### src/rtl/serial_tx_pkg.sv
// Shared types and frame-length helper for the serial transmitter.
// Parity bit appended when SERIAL_TX_PARITY_EN is defined.
package serial_tx_pkg;

  typedef enum logic {
    IDLE  = 1'b0,
    SHIFT = 1'b1
  } tx_state_t;

  localparam int unsigned DEFAULT_WIDTH = 4;

  // Bits per frame on the serial line
  function automatic int unsigned frame_len(input int unsigned width);
`ifdef SERIAL_TX_PARITY_EN
    return width + 1;
`else
    return width;
`endif
  endfunction

endpackage

### src/rtl/piso_shift_reg.sv
// Parallel-load, shift-left register; MSB is the bit currently on the line.
// Zero fill means a frame drains to all zeros after its last shift.
module piso_shift_reg #(
  parameter int unsigned W = 4
) (
  input  logic         clock,
  input  logic         reset_n,
  input  logic         load_en,
  input  logic         shift_en,
  input  logic [W-1:0] load_val,
  output logic         msb
);

  logic [W-1:0] sr_q;

  always_ff @(posedge clock or negedge reset_n) begin
    if (!reset_n) begin
      sr_q <= '0;
    end else if (load_en) begin
      sr_q <= load_val;
    end else if (shift_en) begin
      sr_q <= {sr_q[W-2:0], 1'b0};
    end
  end

  assign msb = sr_q[W-1];

endmodule

### src/rtl/serial_tx_shifter.sv
// MSB-first serial transmitter with load/ready handshake and gapless streaming.
// Optional even-parity bit enabled by SERIAL_TX_PARITY_EN.
module serial_tx_shifter
  import serial_tx_pkg::*;
#(
  parameter int unsigned WIDTH = DEFAULT_WIDTH
) (
  input  logic             clock,
  input  logic             reset_n,
  input  logic             load,
  input  logic [WIDTH-1:0] data_in,
  output logic             ready,
  output logic             D,
  output logic             frame,
  output logic             done
);

  localparam int unsigned FL = frame_len(WIDTH);
  localparam int unsigned CW = $clog2(FL);

  tx_state_t       state_q, state_d;
  logic [CW-1:0]   cnt_q, cnt_d;
  logic            frame_q, frame_d;
  logic            done_q, done_d;
  logic            load_en, shift_en;
  logic            last_bit;
  logic [FL-1:0]   frame_word;

`ifdef SERIAL_TX_PARITY_EN
  assign frame_word = {data_in, ^data_in};
`else
  assign frame_word = data_in;
`endif

  assign last_bit = (state_q == SHIFT) && (cnt_q == CW'(FL - 1));
  assign ready    = (state_q == IDLE) || last_bit;

  always_ff @(posedge clock or negedge reset_n) begin
    if (!reset_n) begin
      state_q <= IDLE;
      cnt_q   <= '0;
      frame_q <= 1'b0;
      done_q  <= 1'b0;
    end else begin
      state_q <= state_d;
      cnt_q   <= cnt_d;
      frame_q <= frame_d;
      done_q  <= done_d;
    end
  end

  // Next-state, counter and shift-register control
  always_comb begin
    state_d  = state_q;
    cnt_d    = cnt_q;
    frame_d  = frame_q;
    done_d   = 1'b0;
    load_en  = 1'b0;
    shift_en = 1'b0;
    case (state_q)
      IDLE: begin
        if (load) begin
          load_en = 1'b1;
          state_d = SHIFT;
          cnt_d   = '0;
          frame_d = 1'b1;
        end
      end
      SHIFT: begin
        if (last_bit) begin
          done_d = 1'b1;
          if (load) begin
            load_en = 1'b1;
            cnt_d   = '0;
            frame_d = 1'b1;
          end else begin
            // Final shift empties the register so D returns to 0
            shift_en = 1'b1;
            state_d  = IDLE;
            frame_d  = 1'b0;
          end
        end else begin
          shift_en = 1'b1;
          cnt_d    = cnt_q + CW'(1);
        end
      end
      default: begin
        state_d = IDLE;
      end
    endcase
  end

  piso_shift_reg #(
    .W(FL)
  ) u_piso (
    .clock    (clock),
    .reset_n  (reset_n),
    .load_en  (load_en),
    .shift_en (shift_en),
    .load_val (frame_word),
    .msb      (D)
  );

  assign frame = frame_q;
  assign done  = done_q;

endmodule

### config.mk
export PLATFORM = sky130hd
export DESIGN_NAME = serial_tx_shifter
export DESIGN_NICKNAME = d
export VERILOG_FILES = /design/src/rtl/serial_tx_pkg.sv /design/src/rtl/piso_shift_reg.sv /design/src/rtl/serial_tx_shifter.sv
export SDC_FILE = /design/constraint.sdc
export NUM_CORES = 1
export LEC_CHECK = 0
export BUFFER_PORTS_ARGS = -buffer_cell sky130_fd_sc_hd__buf_4
export CAP_MARGIN = 0
export CORE_AREA = 2 2 39 41
export CTS_CLUSTER_SIZE = 25
export DETAILED_ROUTE_END_ITERATION = 12
export DIE_AREA = 0 0 41 43
export GPL_TIMING_DRIVEN = 0
export SLEW_MARGIN = 20
export SYNTH_ARGS = -nofsm -noshare
export SYNTH_HDL_FRONTEND = slang
export SYNTH_SLANG_ARGS = --single-unit
### constraint.sdc
create_clock -name clock -period 2.25 [get_ports clock]
set_input_delay 0.1125 -clock clock [delete_from_list [all_inputs] [get_ports clock]]
set_output_delay 0.1125 -clock clock [all_outputs]
set_load 0.01 [all_outputs]
==> results.md <==
- Min-Delay Path Class: input port to register
- Routability Congestion: 0.7283
- Status: completed
- Via/cell ratio: 4.786
- Fin crit share: 62.89%
- First-pass GRT wire length: between 1000 and 1500 um
- FP Rows: 14
- Critical Path Fanout Max: 8
- Max-cap violations: 0
- Worst-path clk slew: 0.06 ns
- Count leader, synth: dfrtp_1
- Final Hold Vio Count: 0
- Die X: about 41 um
- Arrival @ worst endpoint: ~1.3 ns
- Layout net count: between 60 and 70
- Async SR Flop Fraction: 100.0%
- Non-Filler Instances: 70
- Total CTS buffers: 3
- Clk_skew: ~0.007 ns
- I/O Buffers: 10
- Post-Syn Instances: 39
- Yosys cell types: 17
- Max Slew Vio Count: 0
- Die Y: roughly 43 um
- Initial Utilization: between 30 and 40%
- Power density over the cells: 1111 nW/um^2
- Sequential-to-total area share from yosys stat: between 50% and 60%
- Post-CTS setup buffer count: 0
- N_diodes: 0
- DRC violations left: 0
- Critical path class: register to primary output
- Largest net degree at the start of global routing: 11
- Remaining antenna violation count: 0
- Synth top area share: roughly 51%
- GRT Overall Usage: between 10 and 15%
- Pleak: roughly 0.00028 uW
- Core footprint: between 1000 and 1500 sq um
- Max Clock Freq: a little over 700 MHz
- Worst Hold Slack: 0.1157 ns
- Total negative slack: 0 ns
- Synth top area cells: dfrtp_1, mux2i_1, a31oi_1
- # IOs: 11
- Wire per inst: 11.43 um
- Synth Register Bits: 9
- Dpl hpwl: just under 600 um
- Worst path required time: about 2.1 ns
- CTS Hold Bufs: 1
- Root Driver: clkbuf_4
- Synthesized area: 442.9 sq um
- Placed Instances: 65
- Initial antenna violation count: 0
- Final setup viols: 0
- CTS tree: done
- DRT Pass-1 Iters: 4
- Clk_lat worst skew: ~0.26 ns
- Fin crit period: 1.415 ns
- CTS Buffer Depth: 2
- CTS Sinks: 9
- Pwr Total: approximately 640 uW
- Largest area contributor in the netlist: dfrtp_1
- Yosys Warn Count: 0
- Final Util: 41.50%
- Layout cells sized above 1: 37.04%
- Syn nets: 47
- Startpoint Class: register
- Synth-to-layout area growth: 29.66%
- Ys flop type: dfrtp_1
- Slew headroom: between 80% and 90%
- GR Overflow Total: 0
- Unrepaired setup endpoints after global routing: no
- Vias: approximately 340
- Resize count post-CTS: 0
- Most frequent cells after synthesis: dfrtp_1, a31oi_1, mux2i_1, o21ai_1, and3_2
- Tightest Pin Transition: 0.2882 ns
- Detailed Route WL: approximately 800 um
- Number of DRC markers in iteration 0: 9
- CP Capture Type: primary output
- Die Area: roughly 1800 sq um
- H-tree depth: 1
- EDFF count, synth: 0
- Worst vdd ir: roughly 0.45 mV
- Syn Area/Cell: around 11 sq um
- Vias in the first global route: roughly 320
critical path: stages, from the launching register on:
cell and delay [ns]:
dfrtp_1 0.39, ha_1 0.31, nand2b_4 0.20, buf_4 0.15
kinds of logic after synthesis:
family / synth area share [%]
flops: 50.85
buf+inv: 4.518
mux: 9.040
simple gates: 20.34
compound gates: 12.43
fa+ha+maj: 2.824
state kept, by name, indices dropped and copies added (netlist names):
register and flops:
u_piso.sr_q 4, cnt_q 2, done 1, frame 1, state_q 1
metal layers:
metal | share of wire (%) | routed length [um] | global-route usage, %
met4 | 1.5 | 12 | 12.00
met1 | 49 | 391 | 14.52
met5 | 0 | 0 | 0
met2 | 44 | 350 | 14.37
met3 | 5.5 | 44 | 3.141
worst paths after layout:
| check | start | to | depth (start not counted) | slack (ns) |
|---|---|---|---|---|
| worst max-delay path | cnt_q[0]$_DFF_PN0_ | ready | 3 | 0.83 |
| worst min-delay path | data_in[0] | u_piso.sr_q[0]$_DFFE_PN0P_ | 3 | 0.12 |
| worst max register to register | cnt_q[0]$_DFF_PN0_ | u_piso.sr_q[3]$_DFFE_PN0P_ | 4 | 1.01 |
| worst min register to register | cnt_q[0]$_DFF_PN0_ | cnt_q[0]$_DFF_PN0_ | 1 | 0.50 |
| max in group asynchronous | reset_n | done$_DFF_PN0_ | 2 | 1.90 |
| min in group asynchronous | reset_n | u_piso.sr_q[2]$_DFFE_PN0P_ | 2 | 0.21 |
layout by cell type (no fill, tap or decap), types with 2 or more instances in the layout:
master	netlist	final
buf_4	0	10
dfrtp_1	9	9
mux2i_1	4	4
a31oi_1	4	4
o21ai_1	4	4
and3_2	3	3
clkbuf_4	0	3
nand3b_1	2	2
o21ai_0	2	2
nand2b_1	2	2
through the flow:
| step | instance area (sq um) | setup slack (ns) |
|---|---|---|
| finish | 574.3 | 0.8349 |
| global route | 574.3 | 0.7747 |
| CTS | 574.3 | 0.8168 |
| detailed placement | 538.0 | 1.015 |
| global placement | 538.0 | 1.014 |
| floorplan | 442.9 | 1.107 |
layout make-up:
class | instances | area [sq um]
Timing Repair Buffer | 11 | 85.08
Tap cell | 16 | 20.02
Sequential cell | 9 | 225.2
Multi-Input combinational cell | 27 | 197.7
Fill cell | 136 | 809.5
Buffer | 2 | 16.27
Clock buffer | 4 | 26.28
Inverter | 1 | 3.754
power breakdown:
part | total, uW | internal [uW] | switching [uW]
registers | 255 | 225 | 30.2
logic | 259 | 129 | 130
clock network | 124 | 68.3 | 55.5
total | 638 | 422 | 216
Power figures use the tool's default switching activity.
